File: src/rtl/adpcm_decoder.sv
// IMA-ADPCM decoder: turns 4-bit ADPCM codes into 16-bit signed PCM samples
// using a five-state shift-add datapath (one code every five clocks). The
// predictor and step index track the encoder state bit-for-bit.
module adpcm_decoder #(
  parameter logic signed [15:0] INIT_PREDICTOR = 16'sd0,
  parameter logic [6:0]         INIT_INDEX     = 7'd0
) (
  input  logic        clk,
  input  logic        rst_n,
  input  logic        sync_clr,
  input  logic        code_valid,
  input  logic [3:0]  code,
  output logic        code_ready,
  output logic        pcm_valid,
  output logic [15:0] pcm_out,
  output logic [6:0]  step_index,
  output logic        overrun
);

  typedef enum logic [2:0] {
    IDLE   = 3'd0,
    BIT2   = 3'd1,
    BIT1   = 3'd2,
    BIT0   = 3'd3,
    UPDATE = 3'd4
  } state_t;

  // Standard 89-entry IMA step ROM; out-of-range indices map to the top step.
  function automatic logic [14:0] step_lookup(input logic [6:0] idx);
    logic [14:0] s;
    case (idx)
      7'd0:  s = 15'd7;     7'd1:  s = 15'd8;     7'd2:  s = 15'd9;     7'd3:  s = 15'd10;
      7'd4:  s = 15'd11;    7'd5:  s = 15'd12;    7'd6:  s = 15'd13;    7'd7:  s = 15'd14;
      7'd8:  s = 15'd16;    7'd9:  s = 15'd17;    7'd10: s = 15'd19;    7'd11: s = 15'd21;
      7'd12: s = 15'd23;    7'd13: s = 15'd25;    7'd14: s = 15'd28;    7'd15: s = 15'd31;
      7'd16: s = 15'd34;    7'd17: s = 15'd37;    7'd18: s = 15'd41;    7'd19: s = 15'd45;
      7'd20: s = 15'd50;    7'd21: s = 15'd55;    7'd22: s = 15'd60;    7'd23: s = 15'd66;
      7'd24: s = 15'd73;    7'd25: s = 15'd80;    7'd26: s = 15'd88;    7'd27: s = 15'd97;
      7'd28: s = 15'd107;   7'd29: s = 15'd118;   7'd30: s = 15'd130;   7'd31: s = 15'd143;
      7'd32: s = 15'd157;   7'd33: s = 15'd173;   7'd34: s = 15'd190;   7'd35: s = 15'd209;
      7'd36: s = 15'd230;   7'd37: s = 15'd253;   7'd38: s = 15'd279;   7'd39: s = 15'd307;
      7'd40: s = 15'd337;   7'd41: s = 15'd371;   7'd42: s = 15'd408;   7'd43: s = 15'd449;
      7'd44: s = 15'd494;   7'd45: s = 15'd544;   7'd46: s = 15'd598;   7'd47: s = 15'd658;
      7'd48: s = 15'd724;   7'd49: s = 15'd796;   7'd50: s = 15'd876;   7'd51: s = 15'd963;
      7'd52: s = 15'd1060;  7'd53: s = 15'd1166;  7'd54: s = 15'd1282;  7'd55: s = 15'd1411;
      7'd56: s = 15'd1552;  7'd57: s = 15'd1707;  7'd58: s = 15'd1878;  7'd59: s = 15'd2066;
      7'd60: s = 15'd2272;  7'd61: s = 15'd2499;  7'd62: s = 15'd2749;  7'd63: s = 15'd3024;
      7'd64: s = 15'd3327;  7'd65: s = 15'd3660;  7'd66: s = 15'd4026;  7'd67: s = 15'd4428;
      7'd68: s = 15'd4871;  7'd69: s = 15'd5358;  7'd70: s = 15'd5894;  7'd71: s = 15'd6484;
      7'd72: s = 15'd7132;  7'd73: s = 15'd7845;  7'd74: s = 15'd8630;  7'd75: s = 15'd9493;
      7'd76: s = 15'd10442; 7'd77: s = 15'd11487; 7'd78: s = 15'd12635; 7'd79: s = 15'd13899;
      7'd80: s = 15'd15289; 7'd81: s = 15'd16818; 7'd82: s = 15'd18500; 7'd83: s = 15'd20350;
      7'd84: s = 15'd22385; 7'd85: s = 15'd24623; 7'd86: s = 15'd27086; 7'd87: s = 15'd29794;
      default: s = 15'd32767;
    endcase
    return s;
  endfunction

  // Index step for a code magnitude: small codes shrink the step, large ones grow it.
  function automatic logic signed [7:0] index_adjust(input logic [2:0] mag);
    logic signed [7:0] a;
    case (mag)
      3'd4:    a = 8'sd2;
      3'd5:    a = 8'sd4;
      3'd6:    a = 8'sd6;
      3'd7:    a = 8'sd8;
      default: a = -8'sd1;
    endcase
    return a;
  endfunction

  // Keep the step index inside the ROM.
  function automatic logic [6:0] clamp_index(input logic signed [7:0] v);
    logic [6:0] r;
    if (v < 8'sd0) begin
      r = 7'd0;
    end else if (v > 8'sd88) begin
      r = 7'd88;
    end else begin
      r = v[6:0];
    end
    return r;
  endfunction

  // Saturate the widened predictor sum back to 16-bit signed.
  function automatic logic signed [15:0] sat16(input logic signed [17:0] v);
    logic signed [15:0] r;
    if (v > 18'sd32767) begin
      r = 16'sh7FFF;
    end else if (v < -18'sd32768) begin
      r = -16'sd32768;
    end else begin
      r = v[15:0];
    end
    return r;
  endfunction

  state_t             state_r, state_s;
  logic [3:0]         code_r, code_s;
  logic [14:0]        step_r, step_s;
  logic [17:0]        diff_r, diff_s;
  logic signed [15:0] pred_r, pred_s;
  logic [6:0]         index_r, index_s;
  logic               pcm_valid_r, pcm_valid_s;
  logic               overrun_r, overrun_s;
  logic [14:0]        step_l_s;
  logic signed [17:0] sum_s;

  // Next-state and datapath: sync_clr overrides everything, including a same-cycle code.
  always_comb begin
    state_s     = state_r;
    code_s      = code_r;
    step_s      = step_r;
    diff_s      = diff_r;
    pred_s      = pred_r;
    index_s     = index_r;
    pcm_valid_s = 1'b0;
    overrun_s   = overrun_r;
    step_l_s    = step_lookup(index_r);
    sum_s       = 18'sd0;
    if (sync_clr) begin
      state_s   = IDLE;
      code_s    = 4'd0;
      step_s    = 15'd0;
      diff_s    = 18'd0;
      pred_s    = INIT_PREDICTOR;
      index_s   = INIT_INDEX;
      overrun_s = 1'b0;
    end else begin
      if (code_valid && (state_r != IDLE)) begin
        overrun_s = 1'b1;
      end else begin
        overrun_s = overrun_r;
      end
      case (state_r)
        IDLE: begin
          if (code_valid) begin
            code_s  = code;
            step_s  = step_l_s;
            diff_s  = {6'b000000, step_l_s[14:3]};
            state_s = BIT2;
          end else begin
            state_s = IDLE;
          end
        end
        BIT2: begin
          if (code_r[2]) begin
            diff_s = diff_r + {3'b000, step_r};
          end else begin
            diff_s = diff_r;
          end
          state_s = BIT1;
        end
        BIT1: begin
          if (code_r[1]) begin
            diff_s = diff_r + {4'b0000, step_r[14:1]};
          end else begin
            diff_s = diff_r;
          end
          state_s = BIT0;
        end
        BIT0: begin
          if (code_r[0]) begin
            diff_s = diff_r + {5'b00000, step_r[14:2]};
          end else begin
            diff_s = diff_r;
          end
          state_s = UPDATE;
        end
        UPDATE: begin
          if (code_r[3]) begin
            sum_s = $signed({{2{pred_r[15]}}, pred_r}) - $signed(diff_r);
          end else begin
            sum_s = $signed({{2{pred_r[15]}}, pred_r}) + $signed(diff_r);
          end
          pred_s      = sat16(sum_s);
          index_s     = clamp_index($signed({1'b0, index_r}) + index_adjust(code_r[2:0]));
          pcm_valid_s = 1'b1;
          state_s     = IDLE;
        end
        default: begin
          state_s = IDLE;
        end
      endcase
    end
  end

  // State and datapath registers with asynchronous reset to the initial predictor/index.
  always_ff @(posedge clk or negedge rst_n) begin
    if (!rst_n) begin
      state_r     <= IDLE;
      code_r      <= 4'd0;
      step_r      <= 15'd0;
      diff_r      <= 18'd0;
      pred_r      <= INIT_PREDICTOR;
      index_r     <= INIT_INDEX;
      pcm_valid_r <= 1'b0;
      overrun_r   <= 1'b0;
    end else begin
      state_r     <= state_s;
      code_r      <= code_s;
      step_r      <= step_s;
      diff_r      <= diff_s;
      pred_r      <= pred_s;
      index_r     <= index_s;
      pcm_valid_r <= pcm_valid_s;
      overrun_r   <= overrun_s;
    end
  end

  assign code_ready = (state_r == IDLE);
  assign pcm_valid  = pcm_valid_r;
  assign pcm_out    = pred_r;
  assign step_index = index_r;
  assign overrun    = overrun_r;

endmodule

File: config.mk
export PLATFORM = sky130hd
export DESIGN_NAME = adpcm_decoder
export DESIGN_NICKNAME = d
export VERILOG_FILES = /design/src/rtl/adpcm_decoder.sv
export SDC_FILE = /design/constraint.sdc
export NUM_CORES = 1
export LEC_CHECK = 0
export ABC_AREA = 1
export CORE_MARGIN = 5
export CORE_UTILIZATION = 50
export DETAILED_ROUTE_END_ITERATION = 6
export GPL_ROUTABILITY_DRIVEN = 0
export GPL_TIMING_DRIVEN = 1
export HOLD_SLACK_MARGIN = 0.1
export PLACE_DENSITY = 0.65
export REMOVE_ABC_BUFFERS = 1
export SLEW_MARGIN = 10
export SYNTH_ARGS = -nofsm -noshare
export SYNTH_HDL_FRONTEND = slang
export SYNTH_SLANG_ARGS = --single-unit
File: constraint.sdc
create_clock -name clk -period 4.4 [get_ports clk]
set_input_delay 0.66 -clock clk [delete_from_list [all_inputs] [get_ports clk]]
set_output_delay 0.66 -clock clk [all_outputs]
set_load 0.03 [all_outputs]
; Word level (Yosys, flattened, before mapping)
; Memories as Yosys holds them, arrays and structs flattened.
; Cells that the tools add are included.
[totals]
output_inout_bits = 26
inputBits = 8
register_bits = 65
romBits = 1920
n_memories = 1
[op_classes]
n_eq_ne = 12
n_mux = 33
magnitude_cmp = 4
reduce_logical = 10
n_addsub = 6
[memory_table]
columns = memory, depth, width, read_ports, rd_clocked_by_memory_dff, write_ports, line
row1 = (name not given), 128, 15, 1, 0, 0, 31  ; case (idx)
[op_table]
columns = op, count
row1 = $mux W18, 8
row2 = $pmux W18 S4, 1
row3 = $mux W16, 4
row4 = $mux W15, 3
row5 = $pmux W8 S4, 1
row6 = $mux W7, 4
row7 = $add A16 B18 Y18, 1
row8 = $add A18 B13 Y18, 1
row9 = $add A18 B14 Y18, 1
row10 = $add A18 B15 Y18, 1
row11 = $gt A18 B16 Y1 const B, 1
row12 = $lt A18 B16 Y1 const B, 1
row13 = $sub A16 B18 Y18, 1
row14 = $mux W8, 2
row15 = $eq A3 B3 Y1 const B, 5
row16 = $mux W4, 3
row17 = $ne A3 B3 Y1 const B, 4
row18 = $pmux W3 S4, 1
row19 = $add A8 B8 Y8, 1
row20 = $gt A8 B8 Y1 const B, 1
row21 = $lt A8 B1 Y1 const B, 1
row22 = $reduce_bool A2 Y1, 4
row23 = $eq A3 B2 Y1 const B, 2
row24 = $mux W1, 5
row25 = other kinds (8), 8

; Logic depth before layout (Yosys ltp)
; Gate-level depths: netlist of run 1.
[logic_depth]
word_depth = 10
mapped_depth = 24

; Least setup slack after synthesis of run 1
; No wires, ideal clock.
[synth_timing]
path_kind = reg-to-reg
from = register diff_r[1]
to = register pred_r[6] (netlist: pcm_out[6])
n_path_buf = 1
stages_incl_launch_ff = 24
arrival_ps = 2949
slack_ps = 1328
path_cell_list = dfrtp_1 > inv_1 > ha_1 > nand2_1 > nor2_1 > nand3_1 > nor3_1 > nand3_1 > nand2_1 > o21ai_0 > xor2_1 > inv_1 > ha_1 > a21oi_1 > nand2_1 > a21oi_1 > nand2_1 > nand2_1 > nand2_1 > nand2_1 > nand2_2 > buf_6 > nand3_1 > nand3_2
[synth_between]
elab_chain_cells = 9
elab_cells_between_ends = 11
classes_between = 2 x add/sub / 2 x order compare / 7 x mux
[synth_rtl]
columns = element, line
row1 = from (decl), 101  ; logic [17:0] diff_r, diff_s;
row2 = from (signal assigned), 203  ; diff_r <= diff_s;
row3 = $add A16 B18 Y18 / $sub A16 B18 Y18 (equally long branches), "174, 172"
row4 = $mux W18 *, 171  ; if (code_r[3]) begin
row5 = $mux W18 *, 135  ; case (state_r)
row6 = $mux W18 *, 121  ; if (sync_clr) begin
row7 = $lt A18 B16 Y1, 90  ; end else if (v < -18'sd32768) begin
row8 = $mux W16, 90
row9 = $mux W16 *, 88  ; if (v > 18'sd32767) begin
row10 = $mux W16 *, 135
row11 = $mux W16 *, 121
row12 = to (signal assigned), 204  ; pred_r <= pred_s;
row13 = to (decl), 102  ; logic signed [15:0] pred_r, pred_s;
; Every way passes the cells marked *; elsewhere a longest branch is shown, timed or not. The select of a mux whose other input is x is not followed.
; A chain may end at the register's enable or synchronous reset.

; Worst setup path after layout of run 1
[layout_timing]
from = register diff_r[1]
to = register pred_r[11] (netlist: pcm_out[11])
; Same word-level chain as after synthesis.

==> results.txt, run 1 <==
fmax = 288 MHz
worst-path fanout max = 13
combined area of the multi-input logic cells = 4470 µm²
initial antenna violation count = 0
cell mode on critical path = nand2_1
DR WL met3 = 1.57 mm
total negative slack = 0 ns
Non-Filler Instances = 1,232
final setup margin = 0.926 ns
Hold Vio Cnt, Final = 0
CP arrival = 3.70 ns
# setup viols final = 0
die height = 126 µm
final instance area = 7530 µm²
pin count of the biggest net entering global routing = 37
WP data required = 4.63 ns
Synth Flop Type = dfrtp_1
Vias/cell = 5.69
Crit path largest cell delay = 0.42 ns
post-layout min period = 3.47 ns
post-synth top area share = 0.240
ys async rst share = 1.00
first-pass GRT wire length = 33.5 mm
cell total after placement = 1,216
setup repair bufs after CTS = 0
Worst Tran Pin Value = 1.01 ns
DR WL/cell = 16.5 µm
Buf/Inv on CP = 2
Overflow after GRT = 0
Worst-Skew Late Latency = 0.35 ns
vias in the first global route = 6,632
register area = 1630 µm²
share of post-route cells with drive strength above 1 = 0.0540
Post-synth EDFFs = 0
core area = 13,200 µm²
met2 wire len = 9.16 mm
Post-DP HPWL = 15.3 mm
Worst Hold Class = in -> async
CP endpoint kind = flop
clock root buffer master = clkbuf_16
Initial Utilization = 0.511
CTS buffer count = 9
die area = 16,000 µm²
Cell Rows = 42
synth warn = 0
Num Clock Sinks = 65
Routed Antenna Nets = 0
Final Cycle Share = 0.789
sequential share of the synthesized area = 0.240
met1 WL = 8.69 mm
H-tree depth = 3
syn avg cell area = 6.57 µm²
crit path cell chain = inv_1 > ha_1 > nand2_1 > nor2_1 > nand3_1 > nor3_1 > nand3_1 > nand2_1 > o21ai_0 > xor2_1 > inv_1 > ha_1 > a21oi_1 > nand2_1 > a21oi_1 > nand2_1 > nand2_1 > nand2_1 > nand2_1 > nand2_2 > nand3_1 > nand3_2
antenna cells = 0
Slew Viols, Final = 0
FF-to-FF Start = diff_r[1]
Largest delay share family, worst path = simple AND/OR/NAND/NOR gates
Final Net Count = 1,117
clock slew at reported path FFs = 0.06 ns
Worst Setup Path Type = reg -> reg
Via Count = 7,008
CTS resizes = 0
status = finished clean
# port buffers = 33
post-synthesis cell area = 6770 µm²
dominant cell type by area after synthesis = dfrtp_1
most instantiated cells after synthesis = nand2_1 (268), inv_1 (130), nand3_1 (87)
# DRC = 0
pwr dens = 357 nW/µm²
DR pass1 iterations = 5
boundary pin count = 34
clock buffer depth = 2
Post-DP Area = 7180 µm²
DP Worst Slack = 0.940 ns
Critical Path Start = diff_r[1]
post-synthesis cell count = 1,031
Slew headroom = 0.329
Slowest cell on crit path = dfrtp_1
count leader, synth = nand2_1
CTS tree = done
skew final = 0.00854 ns
Yosys reg bits = 65
gr usage total = 0.258
RSZ-0062 raised after global routing = no
Synth area leaders = dfrtp_1 (24%), nand2_1 (15%), ha_1 (10%)
hold-fix buffers at CTS = 0
synth unique cells = 48
peak supply drop = 0.000212 V
maxcap violations = 0
static leakage = 0.00392 µW
area grow syn2layout = 11.3%
Max Used Layer = met4
CP Launch Type = flop
iteration-0 DRC count of the detailed router = 801
Hold WS = 0.362 ns
fillers = 1,354
overall die width = 126 µm
WL final = 20.3 mm
==> path summary, 6_finish.rpt <==
check	to	slack (ns)	cells after the start
max	pcm_out[11]	0.93	22
min	pcm_out[5]	0.36	1
max reg2reg	pcm_out[11]	0.93	22
min reg2reg	step_r[0]	0.50	2
max in group asynchronous	step_r[1]	3.08	2
min in group clk	step_r[0]	0.50	2
==> flip-flops by register name, indices dropped and copies added (netlist names) <==
register and cells:
diff_r 18, pcm_out 16, step_r 15, step_index 7, code_r 4, state_r 3, overrun 1, pcm_valid 1
==> layer usage <==
layer	GRT usage	up-vias
met5	0	-
met4	0.113	0
met3	0.0509	77
met2	0.415	313
met1	0.336	3138
li1	-	3480
==> cell type report <==
class | instances | share of cell area
well taps | 176 | 0.0292
repair buffers | 38 | 0.0482
multi-input cells | 803 | 0.593
inverters | 134 | 0.0668
clock inverters | 7 | 0.0166
flip-flops and latches | 65 | 0.216
clock buffers | 9 | 0.0299
==> power breakdown <==
group	total (µW)	internal, µW	leakage (µW)	switching (µW)
combinational	1180	398	0.00285	778
sequential	643	618	0.000900	24.9
clock	873	561	0.000171	312
==> through the flow <==
step	total power, µW	util
global route	2900	0.569
CTS	2710	0.569
detailed placement	1830	0.542
finish	2690	0.569
floorplan	1550	-
global placement	1830	0.542
==> kinds of logic after synthesis <==
| group | Yosys count | synth area share |
|---|---|---|
| simple gates | 486 | 0.318 |
| compound gates | 223 | 0.186 |
| buf+inv | 163 | 0.0994 |
| flops | 65 | 0.240 |
| fa+ha+maj | 58 | 0.111 |
| xor+xnor | 36 | 0.0466 |
==> cell usage in the layout (no fill, tap or decap), types with 2 or more instances in the layout <==
| master | count |
|---|---|
| xnor2_1 | 9 |
| a21oi_1 | 77 |
| clkinv_1 | 2 |
| o2111ai_1 | 4 |
| nor2_2 | 5 |
| nor3_1 | 10 |
| o21bai_1 | 2 |
| a21o_1 | 2 |
| ha_1 | 55 |
| nor4_1 | 2 |
| nor3b_1 | 2 |
| inv_6 | 3 |
| clkdlybuf4s50_1 | 32 |
| clkbuf_16 | 9 |
| nand3b_1 | 3 |
| nand4_1 | 10 |
| o221ai_1 | 4 |
| o22ai_1 | 19 |
| buf_4 | 5 |
| inv_2 | 2 |
| nand2_1 | 268 |
| o21a_1 | 2 |
| o211ai_1 | 16 |
| or2_2 | 2 |
| a22oi_1 | 3 |
| xor2_1 | 27 |
| bufinv_16 | 3 |
| nor2_1 | 72 |
| o21ai_1 | 5 |
| dfrtp_1 | 65 |
| nand3_1 | 87 |
| o21ai_0 | 79 |
| a21boi_0 | 2 |
| a31oi_1 | 5 |
| inv_1 | 130 |
| nand3_2 | 12 |
| nand2_2 | 8 |
| fa_1 | 3 |
No activity file was read; power rests on OpenSTA's default activity.
==> run 2: changes to the inputs <==
Clock period 4.4 ns to 3.5 ns, I/O delays scaled along.
==> run 2 against run 1 <==
  * Critical path depth fell by 4
  * Wire length grew 3.7%
  * First-iteration DRC count shrank 0.87%
  * Die area is the same
  * Via count grew 1.6%
  * Combinational power up 36%
  * Final cell count up 1.1%
  * Clock power grew 12%
  * Critical endpoint is now pcm_out[13]
  * Largest power group unchanged
  * Highest routed layer unchanged
==> results.txt, run 2 (same netlist as run 1, synthesis figures left out) <==
pin count of the biggest net entering global routing = 45 (+22%)
# setup viols final = 0 (unchanged)
clock slew at reported path FFs = 0.06 ns (about the same)
die height = 126 µm (unchanged)
max FFs per register = 18 (unchanged)
WL final = 21.1 mm (+3.7%)
static leakage = 0.00398 µW (+1.6%)
CTS buffer count = 9 (unchanged)
overall die width = 126 µm (unchanged)
antenna cells = 0 (unchanged)
post-layout min period = 3.25 ns (-0.223 ns)
first-pass GRT wire length = 34.2 mm (+2.0%)
area grow syn2layout = 13.2%
cell mode on critical path = nand2_1
Worst Setup Path Type = reg -> reg
H-tree depth = 3 (unchanged)
Cell Rows = 42 (unchanged)
boundary pin count = 34 (unchanged)
maxcap violations = 0 (unchanged)
Routed Antenna Nets = 0 (unchanged)
Overflow after GRT = 0 (unchanged)
Tot Pwr = 3380 µW (+26%)
hold-fix buffers at CTS = 0 (unchanged)
Vias/cell = 5.71 (+0.46%)
initial antenna violation count = 0 (unchanged)
Buf/Inv on CP = 3 (+1)
cell total after placement = 1,227 (+0.90%)
vias in the first global route = 6,702 (+1.1%)
commonest non-fill, non-tap cell in the layout = nand2_1
pwr dens = 441 nW/µm² (+23%)
Final Net Count = 1,131 (+1.3%)
RSZ-0062 raised after global routing = no
Post-DP HPWL = 15.8 mm (+3.2%)
fillers = 1,286 (-5.0%)
status = finished clean
iteration-0 DRC count of the detailed router = 794 (-0.87%)
clock buffer depth = 2 (unchanged)
die area = 16,000 µm² (unchanged)
Largest delay share family, worst path = simple AND/OR/NAND/NOR gates
core area = 13,200 µm² (unchanged)
DR pass1 iterations = 5 (unchanged)
clock root buffer master = clkbuf_16
worst-path fanout max = 7 (-6)
Worst-Skew Late Latency = 0.34 ns (about the same)
skew final = 0.00347 ns (-0.00507 ns)
CP arrival = 3.52 ns (-0.18 ns)
peak supply drop = 0.000225 V (+6.1%)
DR WL/cell = 16.9 µm (+2.6%)
Final Cycle Share = 0.929 (+0.139)
Slowest cell on crit path = dfrtp_1
fmax = 308 MHz (+6.9%)
Slew Viols, Final = 0 (unchanged)
CP endpoint kind = flop
Worst Tran Pin Value = 0.746 ns (-0.260 ns)
gr usage total = 0.262 (+0.00475)
WP data required = 3.77 ns (-0.86 ns)
share of post-route cells with drive strength above 1 = 0.0766 (+0.0227)
most frequent cells in the layout = nand2_1 (266), inv_1 (130), nand3_1 (86), o21ai_0 (79), a21oi_1 (73)
Via Count = 7,120 (+1.6%)
Num Clock Sinks = 65 (unchanged)
Initial Utilization = 0.511 (unchanged)
CTS tree = done
Largest Register = diff_r
Slew headroom = 0.502 (+0.174)
# port buffers = 33 (unchanged)
Hold Vio Cnt, Final = 0 (unchanged)
CP Launch Type = flop
crit path cell chain = inv_1 > nand2_1 > nor2_1 > nand3_2 > nor3_1 > a31oi_1 > xor2_1 > ha_1 > nand2_1 > o21ai_0 > inv_1 > nand2_1 > a21oi_2 > nand2_2 > nand2_2 > inv_2 > nand3_4 > nand3_1
Non-Filler Instances = 1,246 (+1.1%)
Crit path largest cell delay = 0.45 ns (+0.03 ns)
Worst Hold Class = in -> async
total negative slack = 0 ns (unchanged)
# DRC = 0 (unchanged)
-- run 2: cell types whose count changed in the layout (fill, tap and decap cells not counted), sizes merged --
| cell | previous run | this run |
|---|---|---|
| inv | 135 | 136 |
| buf | 6 | 19 |
| clkbuf | 9 | 10 |
| bufinv | 3 | 1 |
| nand3 | 100 | 101 |
-- run 2: worst paths after layout --
| check | end | slack, ns | cells after the start | startpoint |
|---|---|---|---|---|
| worst max-delay path | pcm_out[13] | 0.25 | 18 | diff_r[4] |
| worst max register to register | pcm_out[13] | 0.25 | 18 | diff_r[4] |
| min in group clk | step_r[0] | 0.49 | 2 | step_r[0] |
| max in group asynchronous | step_r[13] | 2.38 | 2 | rst_n |
| worst min-delay path | pcm_out[8] | 0.14 | 1 | rst_n |
| worst min register to register | step_r[0] | 0.49 | 2 | step_r[0] |
-- run 2: per-stage QoR --
stage                     cell area [µm²]  worst slack (ns)   util  hold WS, ns
after global placement               7270             0.206  0.549        0.472
after detailed placement             7270            0.0471  0.549        0.477
after global routing                 7660            0.0127  0.579        0.186
final                                7660             0.250  0.579        0.140
after CTS                            7570            0.0338  0.572        0.147
after floorplan                      6600             0.460      -        0.229
-- run 2: final cells by class --
| type | instances | area [µm²] | area share |
|---|---|---|---|
| Clock inverter | 6 | 70.1 | 0.00914 |
| Multi-Input combinational cell | 804 | 4550 | 0.593 |
| Clock buffer | 10 | 239 | 0.0312 |
| Sequential cell | 65 | 1630 | 0.212 |
| Inverter | 134 | 503 | 0.0656 |
| Tap cell | 176 | 220 | 0.0287 |
| Timing Repair Buffer | 51 | 460 | 0.0601 |
-- run 2: metal layers --
metal,up-vias,track usage,routed length [µm],part of all wire
met1,3221,0.348,9240,0.44
met2,311,0.402,9290,0.44
met4,0,0.146,1040,0.049
met5,-,0,0,0
li1,3507,-,-,-
met3,81,0.0500,1480,0.070
-- run 2: repair_timing --
action / CTS / global route
buffers inserted: 0 / 2
endpoints found under the setup margin: 0 / 16
gates resized for setup: 0 / 15
-- run 2: power by group --
group          switching (µW)  internal (µW)  leakage [µW]  total [µW]
sequential               29.1            777      0.000900         806
clock                     396            581      0.000154         976
combinational            1050            543       0.00293        1600
total                    1480           1900       0.00398        3380
